==> config.mk <==
export PLATFORM = sky130hd
export DESIGN_NAME = sd_cmd_tx_flat
export DESIGN_NICKNAME = d
export VERILOG_FILES = /design/src/rtl/sd_pkg.sv /design/src/rtl/sd_cmd_tx_if.sv /design/src/rtl/sd_crc7.sv /design/src/rtl/sd_cmd_tx.sv /design/src/flat_wrapper.sv
export SDC_FILE = /design/constraint.sdc
export NUM_CORES = 1
export LEC_CHECK = 0
export CORE_ASPECT_RATIO = 1.25
export CORE_MARGIN = 3
export CORE_UTILIZATION = 25
export CTS_BUF_LIST = sky130_fd_sc_hd__clkbuf_8
export DETAILED_ROUTE_END_ITERATION = 10
export HOLD_SLACK_MARGIN = 0.1
export RECOVER_POWER = 50
export SETUP_SLACK_MARGIN = 0.5
export SYNTH_ARGS = -nofsm -noshare
export SYNTH_HDL_FRONTEND = slang
export SYNTH_SLANG_ARGS = --single-unit
==> constraint.sdc <==
create_clock -name clkIn -period 3.4 [get_ports clkIn]
set_input_delay 0.68 -clock clkIn [delete_from_list [all_inputs] [get_ports clkIn]]
set_output_delay 0.68 -clock clkIn [all_outputs]
set_load 0.01 [all_outputs]
==> src/rtl/sd_pkg.sv <==
// Shared constants, FSM state type and CRC7 step for the SD command/response path.
package sd_pkg;

  localparam int         SD_FRAME_LEN   = 48;
  localparam int         SD_CRC_LEN     = 7;
  localparam int         SD_PAYLOAD_LEN = SD_FRAME_LEN - SD_CRC_LEN - 1;
  localparam logic [6:0] SD_CRC7_POLY   = 7'h09;
  localparam logic       SD_START_BIT   = 1'b0;
  localparam logic       SD_TX_BIT      = 1'b1;
  localparam logic       SD_END_BIT     = 1'b1;

  typedef enum logic [1:0] {
    ST_IDLE   = 2'd0,
    ST_ARMED  = 2'd1,
    ST_SHIFT  = 2'd2,
    ST_FINISH = 2'd3
  } sd_tx_state_e;

  // One serial step of CRC7 (x^7 + x^3 + 1), MSB-first data.
  function automatic logic [6:0] crc7_step(input logic [6:0] crc, input logic din);
    logic fb;
    fb = din ^ crc[6];
    return {crc[5:0], 1'b0} ^ (fb ? SD_CRC7_POLY : 7'h00);
  endfunction

endpackage

==> src/rtl/sd_cmd_tx_if.sv <==
// Handshake and pad-side signals of the SD CMD-line transmitter.
interface sd_cmd_tx_if;

  logic        cmdStart;
  logic [5:0]  cmdIndex;
  logic [31:0] cmdArg;
  logic        busy;
  logic        done;
  logic        sdClk;
  logic        cmdOut;
  logic        cmdOe;

  modport master (
    output cmdStart, cmdIndex, cmdArg,
    input  busy, done, sdClk, cmdOut, cmdOe
  );

  modport slave (
    input  cmdStart, cmdIndex, cmdArg,
    output busy, done, sdClk, cmdOut, cmdOe
  );

endinterface

==> src/rtl/sd_crc7.sv <==
// Serial CRC7 accumulator; shared by the command transmitter and response receiver.
module sd_crc7
  import sd_pkg::*;
(
  input  logic       clkIn,
  input  logic       rstN,
  input  logic       clear,
  input  logic       enable,
  input  logic       dataIn,
  output logic [6:0] crc
);

  logic [6:0] crc_q, crc_d;

  always_comb begin
    crc_d = crc_q;
    if (clear) begin
      crc_d = '0;
    end else if (enable) begin
      crc_d = crc7_step(crc_q, dataIn);
    end
  end

  always_ff @(posedge clkIn) begin
    if (!rstN) begin
      crc_q <= '0;
    end else begin
      crc_q <= crc_d;
    end
  end

  assign crc = crc_q;

endmodule

==> src/rtl/sd_cmd_tx.sv <==
// SD CMD-line transmitter: free-running sdClk divider plus 48-bit frame serializer
// that launches each bit on an sdClk falling edge.
//
//   state  | meaning
//   IDLE   | waiting for cmdStart; frame latched on accept
//   ARMED  | busy, waiting for the next sdClk fall to drive the start bit
//   SHIFT  | one bit per sdClk fall: payload (into CRC), CRC7, end bit
//   FINISH | end bit held one more period; release pad and pulse done
module sd_cmd_tx
  import sd_pkg::*;
#(
  parameter int DIV = 100
)
(
  input logic        clkIn,
  input logic        rstN,
  sd_cmd_tx_if.slave bus
);

  localparam int              HALF         = DIV / 2;
  localparam int              CW           = $clog2(DIV);
  localparam int              MSB          = SD_PAYLOAD_LEN - 1;
  localparam logic [CW-1:0]   CNT_LAST     = CW'(DIV - 1);
  localparam logic [CW-1:0]   CNT_HALF     = CW'(HALF);
  localparam logic [CW-1:0]   CNT_PRE_FALL = CW'(HALF - 1);
  localparam logic [5:0]      BIT_FIRST    = 6'(SD_FRAME_LEN - 1);
  localparam logic [5:0]      BIT_CRC_TOP  = 6'(SD_CRC_LEN);

  if (DIV < 4 || (DIV % 2) != 0) begin : g_bad_div
    $error("sd_cmd_tx: DIV must be even and >= 4");
  end

  logic [CW-1:0] count_q, count_d;
  logic          sd_clk_q;
  logic          fall_tick;

  sd_tx_state_e              state_q, state_d;
  logic [SD_PAYLOAD_LEN-1:0] shift_q, shift_d;
  logic [5:0]                bit_cnt_q, bit_cnt_d;
  logic                      cmd_out_q, cmd_out_d;
  logic                      cmd_oe_q, cmd_oe_d;
  logic                      busy_q, busy_d;
  logic                      done_q, done_d;

  logic       crc_clear, crc_enable;
  logic [6:0] crc_val;
  logic [5:0] bit_next;
  logic [2:0] crc_idx;

  // Divider never stops, so the card clock stays continuous between frames.
  assign count_d   = (count_q == CNT_LAST) ? '0 : count_q + CW'(1);
  assign fall_tick = (count_q == CNT_PRE_FALL);

  always_ff @(posedge clkIn) begin
    if (!rstN) begin
      count_q  <= '0;
      sd_clk_q <= 1'b1;
    end else begin
      count_q  <= count_d;
      sd_clk_q <= (count_d < CNT_HALF);
    end
  end

  assign bit_next = bit_cnt_q - 6'd1;
  assign crc_idx  = bit_next[2:0] - 3'd1;

  sd_crc7 u_crc7 (
    .clkIn  (clkIn),
    .rstN   (rstN),
    .clear  (crc_clear),
    .enable (crc_enable),
    .dataIn (shift_q[MSB]),
    .crc    (crc_val)
  );

  always_ff @(posedge clkIn) begin
    if (!rstN) begin
      state_q <= ST_IDLE;
    end else begin
      state_q <= state_d;
    end
  end

  always_comb begin
    state_d = state_q;
    case (state_q)
      ST_IDLE:   if (bus.cmdStart) state_d = ST_ARMED;
      ST_ARMED:  if (fall_tick) state_d = ST_SHIFT;
      ST_SHIFT:  if (fall_tick && bit_next == '0) state_d = ST_FINISH;
      ST_FINISH: if (fall_tick) state_d = ST_IDLE;
      default:   state_d = ST_IDLE;
    endcase
  end

  always_comb begin
    shift_d    = shift_q;
    bit_cnt_d  = bit_cnt_q;
    cmd_out_d  = cmd_out_q;
    cmd_oe_d   = cmd_oe_q;
    busy_d     = busy_q;
    done_d     = 1'b0;
    crc_clear  = 1'b0;
    crc_enable = 1'b0;
    case (state_q)
      ST_IDLE: begin
        if (bus.cmdStart) begin
          shift_d   = {SD_START_BIT, SD_TX_BIT, bus.cmdIndex, bus.cmdArg};
          bit_cnt_d = '0;
          busy_d    = 1'b1;
          crc_clear = 1'b1;
        end
      end
      ST_ARMED: begin
        if (fall_tick) begin
          cmd_oe_d   = 1'b1;
          cmd_out_d  = shift_q[MSB];
          shift_d    = {shift_q[MSB-1:0], 1'b0};
          bit_cnt_d  = BIT_FIRST;
          crc_enable = 1'b1;
        end
      end
      ST_SHIFT: begin
        if (fall_tick) begin
          bit_cnt_d = bit_next;
          if (bit_next > BIT_CRC_TOP) begin
            cmd_out_d  = shift_q[MSB];
            shift_d    = {shift_q[MSB-1:0], 1'b0};
            crc_enable = 1'b1;
          end else if (bit_next != '0) begin
            // CRC is final once bit 8 has been folded in on the previous tick.
            cmd_out_d = crc_val[crc_idx];
          end else begin
            cmd_out_d = SD_END_BIT;
          end
        end
      end
      ST_FINISH: begin
        if (fall_tick) begin
          cmd_oe_d  = 1'b0;
          cmd_out_d = 1'b1;
          busy_d    = 1'b0;
          done_d    = 1'b1;
        end
      end
      default: ;
    endcase
  end

  always_ff @(posedge clkIn) begin
    if (!rstN) begin
      shift_q   <= '0;
      bit_cnt_q <= '0;
      cmd_out_q <= 1'b1;
      cmd_oe_q  <= 1'b0;
      busy_q    <= 1'b0;
      done_q    <= 1'b0;
    end else begin
      shift_q   <= shift_d;
      bit_cnt_q <= bit_cnt_d;
      cmd_out_q <= cmd_out_d;
      cmd_oe_q  <= cmd_oe_d;
      busy_q    <= busy_d;
      done_q    <= done_d;
    end
  end

  assign bus.busy   = busy_q;
  assign bus.done   = done_q;
  assign bus.sdClk  = sd_clk_q;
  assign bus.cmdOut = cmd_out_q;
  assign bus.cmdOe  = cmd_oe_q;

endmodule

==> src/flat_wrapper.sv <==
// flat-port wrapper written by rule: the top's interface ports become plain ports
module sd_cmd_tx_flat import sd_pkg::*;
#(
  parameter int DIV = 100
)
  (clkIn, rstN, bus_cmdStart, bus_cmdIndex, bus_cmdArg, bus_busy, bus_done, bus_sdClk, bus_cmdOut, bus_cmdOe);
  sd_cmd_tx_if bus_i ();
  input logic clkIn;
  input logic rstN;
  input wire logic [$bits(bus_i.cmdStart)-1:0] bus_cmdStart;
  input wire logic [$bits(bus_i.cmdIndex)-1:0] bus_cmdIndex;
  input wire logic [$bits(bus_i.cmdArg)-1:0] bus_cmdArg;
  output wire logic [$bits(bus_i.busy)-1:0] bus_busy;
  output wire logic [$bits(bus_i.done)-1:0] bus_done;
  output wire logic [$bits(bus_i.sdClk)-1:0] bus_sdClk;
  output wire logic [$bits(bus_i.cmdOut)-1:0] bus_cmdOut;
  output wire logic [$bits(bus_i.cmdOe)-1:0] bus_cmdOe;
  assign bus_i.cmdStart = bus_cmdStart;
  assign bus_i.cmdIndex = bus_cmdIndex;
  assign bus_i.cmdArg = bus_cmdArg;
  assign bus_busy = bus_i.busy;
  assign bus_done = bus_i.done;
  assign bus_sdClk = bus_i.sdClk;
  assign bus_cmdOut = bus_i.cmdOut;
  assign bus_cmdOe = bus_i.cmdOe;
  sd_cmd_tx #(.DIV(DIV)) u_core (.clkIn(clkIn), .rstN(rstN), .bus(bus_i));
endmodule
Word level (Yosys, flattened, before mapping). Index checks and enable logic that the tools add are counted.

Register bits after elaboration: 67. Latch bits: 0. RAM bits: 0. ROM bits: 0. Input bits: 41. Output and inout bits: 5. Logic and storage cells: 80. Memories: 0.

Add/subtract/negate cells: 3. Multiply operators: 0. Div/mod/pow operators: 0. Order comparisons: 3. Equal/unequal tests: 11. Shift operators: 0. Multiplexer cells: 34. Bitwise operators: 3. Reduce and logical (&&, ||, !) cells: 16.

Operators with widths (number): 40-bit two-way mux (4); 40-bit one-hot mux with 3 select lines (1); 6-bit two-way mux (3); 6-bit one-hot mux with 3 select lines (1); 1-bit two-way mux (13); 4-bit AND reduction (3); 2-bit by 1-bit != test with 1-bit output, second input constant (5); 2-bit two-way mux (4); 2-bit one-hot mux with 4 select lines (1); 7-bit by 1-bit adder with 7-bit output, second input constant (1); 7-bit by 6-bit equality test with 1-bit output, second input constant (1); 7-bit equality test, second input constant (1); 7-bit by 6-bit less-than comparator with 1-bit output, second input constant (1); 7-bit two-way mux (1); 7-bit by 4-bit bitwise XOR with 7-bit output (1); 6-bit by 3-bit > comparator with 1-bit output, second input constant (1); 6-bit zero test (1); 1-bit one-hot mux with 2 select lines (3); 3-bit AND reduction (2); 3-bit nonzero test (2); 6-bit nonzero test (1); 6-bit by 1-bit subtractor with 6-bit output, second input constant (1); 5-bit AND reduction (1); 2-bit equality test, second input constant (2); other kinds (14) (15).

Depth between registers and ports, before layout. Gate-level depths: netlist of run 1.

Word-level depth: 8. Mapped depth: 9.

Cells and area by module. Synthesis of run 1 repeated with hierarchy kept, for this count alone.

Cells, all modules: 376. Area total of the unflattened synthesis: 3559.7 µm².

Modules (own cells, without submodules): sd_cmd_tx (instances 1, cells an instance 348, area an instance 3273.1 µm²); sd_crc7 (instances 1, cells an instance 28, area an instance 286.5 µm²).

Worst setup path before layout of run 1. No wires, ideal clock.

Path type: reg2reg. Start: register u_core.bit_cnt_q[0]. End: register u_core.shift_q[38]. Setup time: 88 ps. Arrival: 2294 ps. Data required time: 3312 ps. Path slack: 1018 ps. Cell stages (with the launch flop): 10. Buffers on the path: 2. Clock period less this slack: 2382 ps. Path through: dfxtp_1 > inv_1 > ha_1 > or2_1 > a2111oi_0 > nor4_1 > or2_1 > clkbuf_1 > buf_4 > a311oi_2.

Cells in the longest elaborated chain, start to end: 4.

RTL lines: start: declaration (line sd_cmd_tx.sv:39) `logic [5:0] bit_cnt_q, bit_cnt_d;`; start signal: assignment (line sd_cmd_tx.sv:159) `bit_cnt_q <= bit_cnt_d;`; 6-bit by 1-bit subtractor with 6-bit output (line sd_cmd_tx.sv:64) `assign bit_next = bit_cnt_q - 6'd1;`; 6-bit by 3-bit > comparator with 1-bit output (line sd_cmd_tx.sv:125) `if (bit_next > BIT_CRC_TOP) begin`; 2-bit by 1-bit != test with 1-bit output (no source line); 5-bit AND reduction (no source line); end signal: assignment (line sd_cmd_tx.sv:158) `shift_q <= shift_d;`; end: declaration (line sd_cmd_tx.sv:38) `logic [SD_PAYLOAD_LEN-1:0] shift_q, shift_d;`.

Every way passes these cells. A chain may end at the register's enable or synchronous reset.

Worst setup path in the final report of run 1.
Start: register u_core.state_q[1]. End: register u_core.bit_cnt_q[5].

Cells in the longest elaborated chain, start to end: 3. Elaborated cells on any way between the ends: 9. Classes of those cells: eq/ne (5); mux (1); reduce/logical (3).

RTL lines: start: declaration (line sd_cmd_tx.sv:37) `sd_tx_state_e state_q, state_d;`; start signal: assignment (line sd_cmd_tx.sv:80) `state_q <= state_d;`; 2-bit equality test, or another cell as far along (line sd_cmd_tx.sv:104) `case (state_q)`; 2-bit by 1-bit != test with 1-bit output (no source line), or another cell as far along; 4-bit AND reduction (no source line).

Several ways; a longest one is shown, not always the timed one.

==> results.sh, run 1 <==
export IMPL_outcome="completed"
export IMPL_combPwrFrac_pct=48.8
export IMPL_worst_pin_slew_ns=1.08
export IMPL_grt_pass1_wl_um=13400
export IMPL_critPathKind="register to register"
export IMPL_cp_start_kind="register"
export IMPL_end_kind="register"
export IMPL_cts_setup_buffers=0
export IMPL_r2r_start="u_core.state_q[1]$_SDFFE_PN0P_"
export IMPL_post_cts_resized=0
export IMPL_coreArea_sq_um=13300
export IMPL_antenna_found_initial=0
export IMPL_min_path_type="register to register"
export IMPL_fmax_mhz=360
export IMPL_drtIter0Drc=266
export IMPL_die_w_um=110
export IMPL_p_int_w=0.00208
export IMPL_synth_top_area_share_pct=39.4
export IMPL_ys_types=47
export IMPL_drc_errors=0
export IMPL_yosysTopAreaCell="dfxtp_1"
export IMPL_synth_area_leaders="dfxtp_1, mux2i_1, a211oi_1"
export IMPL_leakage_nw=1.46
export IMPL_viasPerCell=4.97
export IMPL_max_cap_violations=0
export IMPL_seq_area_frac_synth_pct=39.4
export IMPL_via_count=2910
export IMPL_powerDensity_nw_per_um2=817
export IMPL_worstHoldStart="u_core.shift_q[0]$_SDFFE_PN0P_"
export IMPL_yosys_warnings=0
export IMPL_synth_ff_latch_count=67
export IMPL_totalWireLength_um=8090
export IMPL_cts_hold_buffers=0
export IMPL_hold_path_end="u_core.shift_q[0]$_SDFFE_PN0P_"
export IMPL_start_util_pct=25.6
export IMPL_crit_arrival_ns=3.03
export IMPL_power_frac_clock_pct=18.9
export IMPL_worstPathMaxFanout=29
export IMPL_hold_depth=2
export IMPL_gr_usage_all_layers_pct=11.1
export IMPL_ir_drop_mv=0.313
export IMPL_crit_required_ns=3.65
export IMPL_async_flop_share_pct=0
export IMPL_syn_area_per_cell_sq_um=9.06
export IMPL_dieArea_sq_um=15100
export IMPL_p_seq_share_pct=32.4
export IMPL_grt_overflow=0
export IMPL_cts_sinks=67
export IMPL_clkTransAtPathRegs_ns=0.07
export IMPL_row_count=47
export IMPL_dpl_hpwl_um=5430
export IMPL_max_clock_path_buffers=2
export IMPL_fin_crit_sh_pct=81.8
export IMPL_fin_nets=463
export IMPL_maxSlewHeadroom_pct=28.1
export IMPL_drv_slew=0
export IMPL_syn_nets=428
export IMPL_finalHoldViolations=0
export IMPL_grt_setup_unrepaired="false"
export IMPL_drive_above_1_share_pct=7.49
export IMPL_antenna_cells=0
export IMPL_wl_per_cell_um=13.8
export IMPL_firstDrtPassIters=5
export IMPL_fin_setup_tns_ns=0
export IMPL_areaGrowthSynthToFinish_pct=23.2
export IMPL_cts_tree="built"
export IMPL_reg2reg_slack_ns=0.62
export IMPL_die_h_um=136
export IMPL_cts_max_level=3
export IMPL_yosysMostFrequentCell="dfxtp_1"
export IMPL_reg2reg_to="u_core.bit_cnt_q[5]$_SDFFE_PN0P_"
export IMPL_io_pins=46
export IMPL_fin_skew_ns=0.0121
export IMPL_synth_edf_count=0
export IMPL_grt_start_max_net_pins=51
export IMPL_p_sw_share_pct=39.4
export IMPL_fin_crit_ns=2.78
export IMPL_syn_area_sq_um=3410
export IMPL_clock_latency_ns=0.34
export IMPL_first_global_vias=2780
export IMPL_syn_instance_count=376
export IMPL_synthFlopType="dfxtp_1"
export IMPL_cts_made_buffers=9
export IMPL_fin_total_pwr_w=0.00343
export IMPL_rr_worst_depth=6
export IMPL_ant_nets=0
export IMPL_portBuffers=45
export IMPL_netSwitchingPower_w=0.00135
export IMPL_gp_congestion=0.813
export IMPL_setup_viol=0
export IMPL_cts_root_buf="clkbuf_8"
export IMPL_synth_top_cells_by_count="dfxtp_1, mux2i_1, nor3_1, a211oi_1, nand2_1"
[cells by family after synthesis]
kind of cell / share of synthesized area, %
simple gates: 19.1
xor+xnor: 1.80
mux: 15.1
fa+ha+maj: 4.04
flops: 39.4
buf+inv: 4.34
compound gates: 16.3
[through the flow]
stage / area (sq um) / setup WS [ns] / cells / util, % / hold slack (ns)
after floorplan: 3410 / 1.02 / 376 / - / 0.433
after global placement: 4020 / 0.724 / 571 / 30.3 / 0.445
after detailed placement: 4020 / 0.681 / 571 / 30.3 / 0.464
after CTS: 4200 / 0.671 / 585 / 31.6 / 0.474
after global routing: 4200 / 0.384 / 585 / 31.6 / 0.507
final: 4200 / 0.620 / 585 / 31.6 / 0.472
[sequential cells by signal, indices dropped and copies added (netlist names)]
name and count:
u_core.shift_q 40, u_core.count_q 7, u_core.u_crc7.crc 7, u_core.bit_cnt_q 6, u_core.state_q 2, u_core.bus.busy 1
u_core.bus.cmdOe 1, u_core.bus.cmdOut 1, u_core.bus.done 1, u_core.bus.sdClk 1
[area by class of cell]
| cell class | count | area [sq um] |
|---|---|---|
| fill | 1432 | 9090 |
| clock buffer | 10 | 138 |
| timing repair buffer | 51 | 487 |
| clock inverter | 4 | 43.8 |
| multi-input combinational | 273 | 1940 |
| inverter | 9 | 33.8 |
| tap | 171 | 214 |
| sequential | 67 | 1340 |
[worst max path at each step]
| stage | start | endpoint | slack [ns] | depth (start not counted) |
|---|---|---|---|---|
| final | u_core.state_q[1]$_SDFFE_PN0P_ | u_core.bit_cnt_q[5]$_SDFFE_PN0P_ | 0.62 | 6 |
| after floorplan | u_core.bit_cnt_q[0]$_SDFFE_PN0P_ | u_core.shift_q[38]$_SDFFE_PN0P_ | 1.02 | 9 |
| after detailed placement | u_core.bit_cnt_q[0]$_SDFFE_PN0P_ | u_core.shift_q[7]$_SDFFE_PN0P_ | 0.68 | 8 |
| after global placement | u_core.bit_cnt_q[0]$_SDFFE_PN0P_ | u_core.shift_q[38]$_SDFFE_PN0P_ | 0.72 | 8 |
| after global routing | u_core.bit_cnt_q[0]$_SDFFE_PN0P_ | u_core.shift_q[14]$_SDFFE_PN0P_ | 0.38 | 8 |
| after CTS | u_core.bit_cnt_q[0]$_SDFFE_PN0P_ | u_core.shift_q[38]$_SDFFE_PN0P_ | 0.67 | 8 |
[power by group through the flow]
stage               registers, W  clock network [W]  logic, W
global placement         0.00112                  0   0.00164
detailed placement       0.00113                  0   0.00168
CTS                      0.00111           0.000661   0.00169
finish                   0.00111           0.000646   0.00167
floorplan                0.00110                  0   0.00135
global route             0.00113           0.000695   0.00186
[per-layer routing]
layer / up-vias / routed length, um / GRT usage [%]
met4: 0 / 74 / 3.29
met3: 6 / 373 / 2.50
met1: 1365 / 3610 / 14.4
met5: - / 0 / 0
li1: 1446 / - / -
met2: 93 / 4040 / 18.5
[layout by cell type (no fill, tap or decap), types with 6 or more instances in the layout]
cell / instances
clkbuf_8: 10
o21ai_0: 8
mux2i_1: 49
clkdlybuf4s50_1: 39
inv_1: 9
nor2_1: 21
dlygate4sd3_1: 6
nor3_1: 44
a211oi_1: 38
nand2_1: 22
nand3_1: 8
a21oi_1: 14
dfxtp_1: 67
ha_1: 10
[worst max-delay path, stage by stage (launching register included)]
cell	delay (ns)
dfxtp_1	0.38
inv_1	0.09
ha_2	0.66
clkbuf_2	0.78
nand3_1	0.26
or2_2	0.36
a21oi_1	0.14
Note: power is estimated with default switching activity, not from simulation.
==> run 2, diff against run 1 <==
==> constraint.sdc (replaced) <==
create_clock -name clkIn -period 2.7 [get_ports clkIn]
set_input_delay 0.54 -clock clkIn [delete_from_list [all_inputs] [get_ports clkIn]]
set_output_delay 0.54 -clock clkIn [all_outputs]
set_load 0.01 [all_outputs]
==> results.sh, run 2 (synthesized netlist as in run 1, its figures left out) <==
export IMPL_hold_depth=1
export IMPL_areaGrowthSynthToFinish_pct=30.6
export IMPL_grt_pass1_wl_um=13500
export IMPL_final_cell_mix="dfxtp_1, mux2i_1, nor3_1, clkdlybuf4s50_1, a211oi_1"
export IMPL_fin_setup_tns_ns=0
export IMPL_setup_viol=0
export IMPL_holdWs_ns=0.440
export IMPL_critPathKind="register to register"
export IMPL_maxSlewHeadroom_pct=40.4
export IMPL_min_path_type="register to register"
export IMPL_fin_crit_sh_pct=87.8
export IMPL_cpMaxStageDelayCell="or4b_4"
export IMPL_dr_wl_met2_um=4340
export IMPL_drive_above_1_share_pct=13.9
export IMPL_fin_nets=472
export IMPL_totalWireLength_um=8680
export IMPL_end_kind="register"
export IMPL_io_pins=46
export IMPL_finalHoldViolations=0
export IMPL_wl_per_cell_um=14.6
export IMPL_clock_latency_ns=0.34
export IMPL_ir_drop_mv=0.438
export IMPL_grt_overflow=0
export IMPL_fmax_mhz=422
export IMPL_viasPerCell=4.92
export IMPL_drv_slew=0
export IMPL_dpl_hpwl_um=5630
export IMPL_drc_errors=0
export IMPL_largest_register="u_core.shift_q"
export IMPL_dieArea_sq_um=15100
export IMPL_outcome="completed"
export IMPL_reg2reg_to="u_core.shift_q[23]$_SDFFE_PN0P_"
export IMPL_powerDensity_nw_per_um2=1050
export IMPL_cts_sinks=67
export IMPL_portBuffers=45
export IMPL_met1_length_um=3970
export IMPL_die_h_um=136
export IMPL_highest_layer="met4"
export IMPL_cts_tree="built"
export IMPL_start_util_pct=25.6
export IMPL_grt_setup_unrepaired="true"
export IMPL_rr_worst_depth=7
export IMPL_ant_nets=0
export IMPL_leakage_nw=1.55
export IMPL_worstPathMaxFanout=13
export IMPL_row_count=47
export IMPL_firstDrtPassIters=4
export IMPL_fin_crit_ns=2.37
export IMPL_cp_start_kind="register"
export IMPL_seq_area_sq_um=1350
export IMPL_crit_arrival_ns=2.62
export IMPL_antenna_found_initial=0
export IMPL_grt_start_max_net_pins=46
export IMPL_hold_path_end="u_core.count_q[0]$_SDFF_PP0_"
export IMPL_reg2reg_slack_ns=0.33
export IMPL_drtIter0Drc=119
export IMPL_gp_congestion=0.778
export IMPL_antenna_cells=0
export IMPL_clkTransAtPathRegs_ns=0.07
export IMPL_worst_pin_slew_ns=0.895
export IMPL_max_cap_violations=0
export IMPL_final_cells=595
export IMPL_dp_cells=574
export IMPL_slowest_delay_ns=0.54
export IMPL_final_common_cell="dfxtp_1"
export IMPL_max_clock_path_buffers=2
export IMPL_cts_made_buffers=9
export IMPL_crit_required_ns=2.95
export IMPL_multi_input_area_sq_um=2040
export IMPL_via_count=2929
export IMPL_wl_met3_um=258
export IMPL_cts_hold_buffers=0
export IMPL_coreArea_sq_um=13300
export IMPL_cts_root_buf="clkbuf_8"
export IMPL_largest_reg_flops=40
export IMPL_fin_skew_ns=0.00986
export IMPL_fillCellCount=1420
export IMPL_die_w_um=110
export IMPL_gr_usage_all_layers_pct=11.2
export IMPL_path_cells="buf_6, or4b_4, a211oi_4, nor4_4, or2_4, clkbuf_2, a211oi_1"
export IMPL_startpoint="u_core.bit_cnt_q[0]$_SDFFE_PN0P_"
export IMPL_first_global_vias=2756
export IMPL_r2r_start="u_core.bit_cnt_q[0]$_SDFFE_PN0P_"
export IMPL_worstHoldStart="u_core.count_q[0]$_SDFF_PP0_"
export IMPL_cts_max_level=3
## run 2: power by group
group | internal, W | leakage, nW | switching [W] | total, W
clock network | 0.000464 | 0.108 | 0.000363 | 0.000827
registers | 0.00125 | 0.553 | 0.000149 | 0.00140
logic | 0.00112 | 0.885 | 0.00133 | 0.00244
total | 0.00283 | 1.55 | 0.00184 | 0.00467
## run 2: worst max-delay path, delay by kind of cell (launching register included)
family	cells	cell delay [ns]
DFF	1	0.32
AOI/OAI and AO/OA	2	0.58
buffers and inverters	2	0.42
and+or+nand+nor	3	0.97
## run 2: how the worst max path moves through the flow
stage	end	slack (ns)	cells after the start
floorplan	u_core.shift_q[38]$_SDFFE_PN0P_	0.53	9
global placement	u_core.shift_q[38]$_SDFFE_PN0P_	0.22	7
finish	u_core.shift_q[23]$_SDFFE_PN0P_	0.33	7
global route	u_core.shift_q[10]$_SDFFE_PN0P_	0.25	7
detailed placement	u_core.shift_q[38]$_SDFFE_PN0P_	0.21	7
CTS	u_core.shift_q[12]$_SDFFE_PN0P_	0.49	8
## run 2: through the flow
| step | util [%] | setup slack [ns] | power [W] | area, sq um |
|---|---|---|---|---|
| after CTS | 32.4 | 0.490 | 0.00450 | 4310 |
| after global placement | 30.7 | 0.222 | 0.00358 | 4080 |
| after detailed placement | 30.7 | 0.215 | 0.00363 | 4080 |
| final | 33.5 | 0.331 | 0.00467 | 4450 |
| after global routing | 33.5 | 0.246 | 0.00500 | 4450 |
| after floorplan | - | 0.529 | 0.00308 | 3420 |
## run 2: final cells by class
| cell class | count | share of cell area (%) |
|---|---|---|
| clock inverters | 4 | 0.957 |
| inverters | 9 | 0.760 |
| clock buffers | 11 | 3.40 |
| multi-input cells | 273 | 45.8 |
| well taps | 171 | 4.81 |
| repair buffers | 60 | 14.0 |
| flip-flops and latches | 67 | 30.3 |
## run 2: timing repair
action / in CTS / in global routing
gates resized for setup: 6 / 25
setup buffers: 0 / 3
endpoints found under the hold margin: 0 / 0
pin swaps: 0 / 7
gates cloned: 0 / 3
endpoints found under the setup margin: 48 / 53
## run 2: per-layer routing
metal,GRT usage (%),vias up
li1,-,1467
met2,18.5,48
met5,0,-
met4,3.70,0
met3,2.60,8
met1,14.5,1406
==> run 3, diff against run 2 <==
--- a/config.mk
+++ b/config.mk
@@ -8,11 +8,11 @@
 export CORE_ASPECT_RATIO = 1.25
 export CORE_MARGIN = 3
 export CORE_UTILIZATION = 25
-export CTS_BUF_LIST = sky130_fd_sc_hd__clkbuf_8
 export DETAILED_ROUTE_END_ITERATION = 10
 export HOLD_SLACK_MARGIN = 0.1
 export RECOVER_POWER = 50
 export SETUP_SLACK_MARGIN = 0.5
+export SLEW_MARGIN = 20
 export SYNTH_ARGS = -nofsm -noshare
 export SYNTH_HDL_FRONTEND = slang
 export SYNTH_SLANG_ARGS = --single-unit
==> results.sh, run 3 (synthesized netlist as in run 1, its figures left out) <==
export IMPL_cts_root_buf="clkbuf_16"
export IMPL_largest_reg_flops=40
export IMPL_slowest_delay_ns=0.75
export IMPL_io_pins=46
export IMPL_wl_per_cell_um=14.5
export IMPL_multi_input_area_sq_um=2020
export IMPL_fin_crit_ns=2.28
export IMPL_max_cap_violations=0
export IMPL_drc_errors=0
export IMPL_cts_sinks=67
export IMPL_ant_nets=0
export IMPL_cts_tree="built"
export IMPL_powerDensity_nw_per_um2=1100
export IMPL_coreArea_sq_um=13300
export IMPL_antenna_cells=0
export IMPL_grt_setup_unrepaired="true"
export IMPL_dpl_hpwl_um=5630
export IMPL_cp_start_kind="register"
export IMPL_cpMaxStageDelayCell="o31ai_2"
export IMPL_totalWireLength_um=8620
export IMPL_cp_buffers_inverters=1
export IMPL_final_common_cell="dfxtp_1"
export IMPL_fmax_mhz=438
export IMPL_antenna_found_initial=0
export IMPL_dp_cells=574
export IMPL_fin_ws_ns=0.418
export IMPL_fin_skew_ns=0.00766
export IMPL_worstPathMaxFanout=7
export IMPL_final_cell_mix="dfxtp_1, mux2i_1, nor3_1, clkdlybuf4s50_1, a211oi_1"
export IMPL_dieArea_sq_um=15100
export IMPL_place_worst_setup_slack_ns=0.215
export IMPL_ir_drop_mv=0.469
export IMPL_outcome="completed"
export IMPL_first_global_vias=2780
export IMPL_clkTransAtPathRegs_ns=0.05
export IMPL_cpLargestDelayFamily="compound AO/OA/AOI/OAI gates"
export IMPL_grt_overflow=0
export IMPL_grt_pass1_wl_um=13600
export IMPL_die_h_um=136
export IMPL_final_cells=595
export IMPL_fin_crit_sh_pct=84.5
export IMPL_die_w_um=110
export IMPL_drive_above_1_share_pct=12.7
export IMPL_clock_latency_ns=0.32
export IMPL_setup_viol=0
export IMPL_cts_hold_buffers=0
export IMPL_fillCellCount=1399
export IMPL_fin_nets=472
export IMPL_holdWs_ns=0.463
export IMPL_cts_made_buffers=9
export IMPL_areaGrowthSynthToFinish_pct=33.6
export IMPL_grt_start_max_net_pins=46
export IMPL_finalHoldViolations=0
export IMPL_gr_usage_all_layers_pct=11.3
export IMPL_largest_register="u_core.shift_q"
export IMPL_max_clock_path_buffers=2
export IMPL_firstDrtPassIters=4
export IMPL_crit_required_ns=2.94
export IMPL_path_cells="inv_2, ha_4, or2_1, a2111oi_4, or2_2, o31ai_2, mux2i_1"
export IMPL_min_path_type="register to register"
export IMPL_row_count=47
export IMPL_gp_congestion=0.778
export IMPL_drv_slew=0
export IMPL_fin_area_sq_um=4550
export IMPL_end_kind="register"
export IMPL_start_util_pct=25.6
export IMPL_maxSlewHeadroom_pct=41.1
export IMPL_critPathKind="register to register"
export IMPL_crit_arrival_ns=2.52
export IMPL_place_area_sq_um=4080
export IMPL_leakage_nw=1.59
export IMPL_fin_setup_tns_ns=0
export IMPL_portBuffers=45
export IMPL_seq_area_sq_um=1350
export IMPL_worst_pin_slew_ns=0.879
export IMPL_via_count=2928
export IMPL_viasPerCell=4.92
export IMPL_cts_max_level=3
export IMPL_drtIter0Drc=133
## run 3: repair_timing
action	in CTS	in global routing
buffers inserted	0	3
cloned	0	3
setup endpoints to repair	48	53
pin swaps	0	1
resized for setup	8	20
## run 3: worst reg2reg max path: cells and delay by family (launching register included)
| kind | cells | cell delay (ns) |
|---|---|---|
| buf+inv | 1 | 0.10 |
| compound gates | 2 | 0.84 |
| fa+ha+maj | 1 | 0.17 |
| flops | 1 | 0.36 |
| simple gates | 2 | 0.47 |
| mux | 1 | 0.26 |
## run 3: metal layers
layer / routed length [um] / track usage (%)
met1: 3960 / 14.4
met3: 238 / 2.60
met4: 98 / 2.87
met2: 4330 / 19.0
met5: 0 / 0
## run 3: stage by stage
| stage | utilization (%) | power [W] |
|---|---|---|
| after floorplan | - | 0.00308 |
| after global placement | 30.7 | 0.00358 |
| after detailed placement | 30.7 | 0.00363 |
| after CTS | 33.2 | 0.00485 |
| after global routing | 34.2 | 0.00536 |
| final | 34.2 | 0.00503 |
## run 3: path summary, 6_finish.rpt
| check | from | endpoint | slack [ns] | cells after the start |
|---|---|---|---|---|
| setup / recovery | u_core.bit_cnt_q[1]$_SDFFE_PN0P_ | u_core.u_crc7.crc[4]$_SDFFE_PP0P_ | 0.42 | 7 |
| hold / removal | u_core.shift_q[0]$_SDFFE_PN0P_ | u_core.shift_q[0]$_SDFFE_PN0P_ | 0.46 | 2 |
| setup reg to reg | u_core.bit_cnt_q[1]$_SDFFE_PN0P_ | u_core.u_crc7.crc[4]$_SDFFE_PP0P_ | 0.42 | 7 |
| hold reg to reg | u_core.shift_q[0]$_SDFFE_PN0P_ | u_core.shift_q[0]$_SDFFE_PN0P_ | 0.46 | 2 |
## run 3: area by class of cell
type | instances | area share (%)
clock buffer | 13 | 5.72
clock inverter | 2 | 0.770
timing repair buffer | 60 | 14.0
inverter | 9 | 0.743
sequential | 67 | 29.6
tap | 171 | 4.70
multi-input combinational | 273 | 44.4
## run 3: where the power goes
| part | total [W] | switching (W) | internal [W] |
|---|---|---|---|
| combinational | 0.00247 | 0.00131 | 0.00116 |
| clock | 0.00116 | 0.000397 | 0.000758 |
| sequential | 0.00140 | 0.000149 | 0.00125 |
